**config.mk**
```make
export PLATFORM = sky130hd
export DESIGN_NAME = uart_tx_serializer
export DESIGN_NICKNAME = d
export VERILOG_FILES = /design/src/rtl/uart_tx_pkg.sv /design/src/rtl/uart_tx_parity_calc.sv /design/src/rtl/uart_tx_serializer.sv
export SDC_FILE = /design/constraint.sdc
export NUM_CORES = 1
export LEC_CHECK = 0
export CORE_MARGIN = 3
export CORE_UTILIZATION = 40
export CTS_CLUSTER_SIZE = 12
export DETAILED_ROUTE_END_ITERATION = 12
export GPL_TIMING_DRIVEN = 0
export PLACE_DENSITY_LB_ADDON = 0.08
export SYNTH_ARGS = -nofsm -noshare
export SYNTH_HDL_FRONTEND = slang
export SYNTH_SLANG_ARGS = --single-unit
```
**constraint.sdc**
```tcl
create_clock -name clk -period 1.1 [get_ports clk]
set_input_delay 0.22 -clock clk [delete_from_list [all_inputs] [get_ports clk]]
set_output_delay 0.22 -clock clk [all_outputs]
set_load 0.02 [all_outputs]
```
**src/rtl/uart_tx_pkg.sv**
```systemverilog
// Shared definitions for the UART TX datapath and controller:
// default frame width, parity type encodings and TX output mux select codes.
package uart_tx_pkg;

    localparam int UART_DATA_WIDTH = 8;

    localparam logic PAR_EVEN = 1'b0;
    localparam logic PAR_ODD  = 1'b1;

    typedef enum logic [1:0] {
        MUX_START  = 2'b00,
        MUX_STOP   = 2'b01,
        MUX_DATA   = 2'b10,
        MUX_PARITY = 2'b11
    } tx_mux_sel_e;

endpackage

```
**src/rtl/uart_tx_parity_calc.sv**
```systemverilog
// Registered parity of the word being loaded into the serializer.
// The value is taken from the parallel input at load time, so it stays stable
// while the shift register empties.
module uart_tx_parity_calc
    import uart_tx_pkg::*;
#(
    parameter int DATA_WIDTH = UART_DATA_WIDTH
) (
    input  logic                  clk,
    input  logic                  rst,
    input  logic [DATA_WIDTH-1:0] data,
    input  logic                  par_typ,
    input  logic                  load,
    output logic                  par_bit
);

    // capture even/odd parity of the incoming word on load, hold otherwise
    always_ff @(posedge clk) begin
        if (rst) begin
            par_bit <= 1'b0;
        end else if (load) begin
            par_bit <= (par_typ == PAR_ODD) ? ~^data : ^data;
        end
    end

endmodule

```
**src/rtl/uart_tx_serializer.sv**
```systemverilog
// UART TX serializer: latches a parallel word when the controller is free and
// shifts it out LSB first, one bit per ser_en cycle after a start-bit cycle.
// ser_done flags the last data bit to the controller.
// Build option: UART_TX_SER_PARITY_EN enables the registered parity bit;
// without it par_bit is tied low and par_typ is ignored.
module uart_tx_serializer
    import uart_tx_pkg::*;
#(
    parameter int DATA_WIDTH = UART_DATA_WIDTH
) (
    input  logic                  clk,
    input  logic                  rst,
    input  logic [DATA_WIDTH-1:0] p_data,
    input  logic                  data_valid,
    input  logic                  free,
    input  logic                  ser_en,
    input  logic                  par_typ,
    output logic                  ser_data,
    output logic                  ser_done,
    output logic                  par_bit
);

    localparam int CW = $clog2(DATA_WIDTH + 1);
    localparam logic [CW-1:0] CNT_LAST = CW'(DATA_WIDTH);

    logic [DATA_WIDTH-1:0] shreg;
    logic [CW-1:0]         cnt;
    logic                  load;

    assign load = data_valid && free;

    // cnt 0 is the start-bit cycle; data bits are presented at cnt 1..DATA_WIDTH.
    // The shift happens after bits 0..DATA_WIDTH-2, so the MSB sits in shreg[0]
    // for the final cycle. Dropping ser_en rewinds to the start-bit cycle but
    // keeps whatever bits remain in shreg.
    always_ff @(posedge clk) begin
        if (rst) begin
            shreg <= '0;
            cnt   <= '0;
        end else if (load) begin
            shreg <= p_data;
            cnt   <= '0;
        end else if (ser_en) begin
            if (cnt == CNT_LAST) begin
                cnt <= '0;
            end else begin
                cnt <= cnt + CW'(1);
                if (cnt != '0) begin
                    shreg <= {1'b0, shreg[DATA_WIDTH-1:1]};
                end
            end
        end else begin
            cnt <= '0;
        end
    end

    assign ser_data = shreg[0];
    assign ser_done = ser_en && (cnt == CNT_LAST);

`ifdef UART_TX_SER_PARITY_EN
    uart_tx_parity_calc #(
        .DATA_WIDTH(DATA_WIDTH)
    ) u_parity_calc (
        .clk     (clk),
        .rst     (rst),
        .data    (p_data),
        .par_typ (par_typ),
        .load    (load),
        .par_bit (par_bit)
    );
`else
    logic unused_par_typ;
    assign unused_par_typ = par_typ;
    assign par_bit        = 1'b0;
`endif

endmodule

```
==> results.json <==
{
  "violations": "setup timing",
  "worstPathArrival_ns": 1.14,
  "relSlewSlack_pct": 66.26,
  "finalInstanceArea_sq_um": 873.3,
  "synth_edf_count": 0,
  "critPathMaxStageDelay_ns": 0.33,
  "synthesis.instances": 70,
  "dieArea_sq_mm": 0.002028,
  "p_leak_nw": 0.3113,
  "drtIter0Drc": 14,
  "rows": 13,
  "crit_required_ns": 0.88,
  "grt_pass1_vias": 563,
  "synth_area_per_cell_sq_um": 8.705,
  "cts_hold_buf": 0,
  "min_path_type": "in2reg",
  "dp.cells": 97,
  "status": "finished with violations",
  "fin_nets": 106,
  "maxSlewViolCount": 0,
  "ys_seq_area_share_pct": 39.43,
  "root_buffer": "clkbuf_4",
  "maxCapViolCount": 0,
  "cp_max_fo": 4,
  "worstSkewPairLatency_ns": 0.27,
  "area_delta_synth_final_pct": 43.33,
  "cts_htree_levels": 1,
  "die_w_microns": 45.03,
  "finClkSkew_ns": 0.003993,
  "crit_type": "reg2out",
  "post-route-min-period_ns": 1.363,
  "cts_buffers": 3,
  "drive_above_1_share_pct": 31.82,
  "syn-cell-area_sq_um": 609.3,
  "start_util_pct": 44.60,
  "synth_top_area_cell": "dfxtp_1",
  "cts_tree": "yes",
  "synth.distinct_cells": 23,
  "via_per_inst": 5.796,
  "hold_viol_final": 0,
  "startpoint_type": "flip-flop",
  "crit_chain": "inv_2 > ha_4 > nand2_4 > nor3_4 > buf_6",
  "drc_errors": 0,
  "syn-num-nets": 86,
  "synth_flop_cell": "dfxtp_1",
  "grt_usage_pct": 16.13,
  "dr.pass1.iters": 4,
  "port_buffers": 12,
  "yosysMostFrequentCell": "dfxtp_1",
  "gp_congestion": 0.7552,
  "p_per_area_mw_per_mm2": 1049,
  "diodes": 0,
  "async_flop_share_pct": 0,
  "max_freq_mhz": 733.5,
  "cts.sinks": 12,
  "synthTopCellsByCount": "dfxtp_1, nand3_1, nor2_1",
  "synth_top_area_share_pct": 39.43,
  "crit_path_end_kind": "output port",
  "num_vias": 597,
  "placed_area_sq_um": 774.5,
  "worstMarginPinSlew_ns": 0.5061,
  "grt_pass1_wl_microns": 2339,
  "core_sq_mm": 0.001366,
  "setup_viol": 10,
  "overflow": 0,
  "totalWireLength_microns": 1515,
  "vdd_drop_max_mv": 0.8717,
  "synth_area_leaders": "dfxtp_1, a311oi_1, nand3_1",
  "grt_start_max_net_pins": 11,
  "min_period_over_period_pct": 123.9,
  "cp_slowest_cell": "dfxtp_2",
  "layout.cells.non_filler": 103,
  "dpl.hpwl_microns": 929.2,
  "fin_ws_ns": -0.2634,
  "wire_per_inst_microns": 14.71,
  "rsz0062_at_grt": "true",
  "synth-seq-cells": 12,
  "ant_nets": 0,
  "antenna_found_initial": 0,
  "clkSlewWorstSetupHoldPaths_ns": 0.07,
  "total_power_w": 0.0009162,
  "dieHeight_microns": 45.03,
  "yosys_warnings": 0,
  "clockBufferDepth": 2,
  "fillers": 124,
  "pin_count": 17
}
==> layout by cell type (no fill, tap or decap), drive strengths merged, types with 2 or more instances in the layout <==
cell type / instances
a311oi: 7
buf: 9
a21oi: 2
nor3: 2
dfxtp: 12
nand2: 2
o211ai: 2
clkdlybuf4s50: 10
or2b: 2
nand3b: 2
clkbuf: 4
nor2: 8
ha: 2
nand3: 8
inv: 3
o21ai: 7
==> final cells by class <==
| cell class | instances | area, sq um | area share (%) |
|---|---|---|---|
| multi-input cells | 50 | 397.9 | 45.56 |
| inverters | 3 | 11.26 | 1.289 |
| clock buffers | 3 | 22.52 | 2.579 |
| repair buffers | 15 | 138.9 | 15.90 |
| plain buffers | 5 | 41.29 | 4.728 |
| well taps | 15 | 18.77 | 2.149 |
| flip-flops and latches | 12 | 242.7 | 27.79 |
==> flip-flops by register name (all words and copies together), names as in the netlist <==
register  count
cnt           4
shreg         8
==> power breakdown <==
part	internal [W]	switching [W]
combinational	0.0000900	0.0000880
clock	0.000127	0.000142
sequential	0.000458	0.0000120
==> path summary, 6_finish.rpt <==
kind	from	endpoint	slack, ns	depth (start not counted)
setup / recovery	cnt[0]	ser_done	-0.26	5
hold / removal	ser_en	shreg[4]	0.26	3
setup reg to reg	cnt[0]	shreg[0]	-0.16	5
hold reg to reg	shreg[5]	shreg[4]	0.49	2
==> stage by stage <==
| stage | setup slack [ns] | TNS [ns] | hold slack, ns | utilization [%] |
|---|---|---|---|---|
| final | -0.2634 | -1.156 | 0.2601 | 63.92 |
| after global routing | -0.3220 | -1.799 | 0.2671 | 63.92 |
| after CTS | -0.2673 | -1.113 | 0.2556 | 61.72 |
| after detailed placement | -0.5003 | -4.214 | 0.4470 | 56.68 |
| after global placement | -0.4932 | -4.053 | 0.4413 | 56.68 |
| after floorplan | -0.0005412 | -0.0005412 | 0.3719 | - |
==> worst max-delay path, delay by kind of cell, from the launching register on <==
| kind | cells | cell delay (ns) |
|---|---|---|
| flip-flops | 1 | 0.33 |
| buffers and inverters | 2 | 0.21 |
| AND/OR/NAND/NOR | 2 | 0.19 |
| adder cells (fa/ha/maj) | 1 | 0.16 |
==> routing by layer <==
metal	track usage [%]	wire (microns)
met1	18.05	639
met2	28.53	782
met3	5.976	81
met4	4.094	11
met5	0	0
==> cell families after synthesis <==
kind of cell	share of synthesized area, %
AND/OR/NAND/NOR	26.28
AO/OA/AOI/OAI	20.94
flip-flops	39.42
buffers and inverters	8.623
adder cells (fa/ha/maj)	4.106
other	0.6154
==> what timing repair did <==
| item | 4_1_cts | 5_1_grt |
|---|---|---|
| endpoints found under the setup margin | 11 | 13 |
| buffers inserted | 3 | 1 |
| gates resized for setup | 14 | 7 |
| pin swaps | 14 | 5 |
Note: power is estimated with default switching activity, not from simulation.
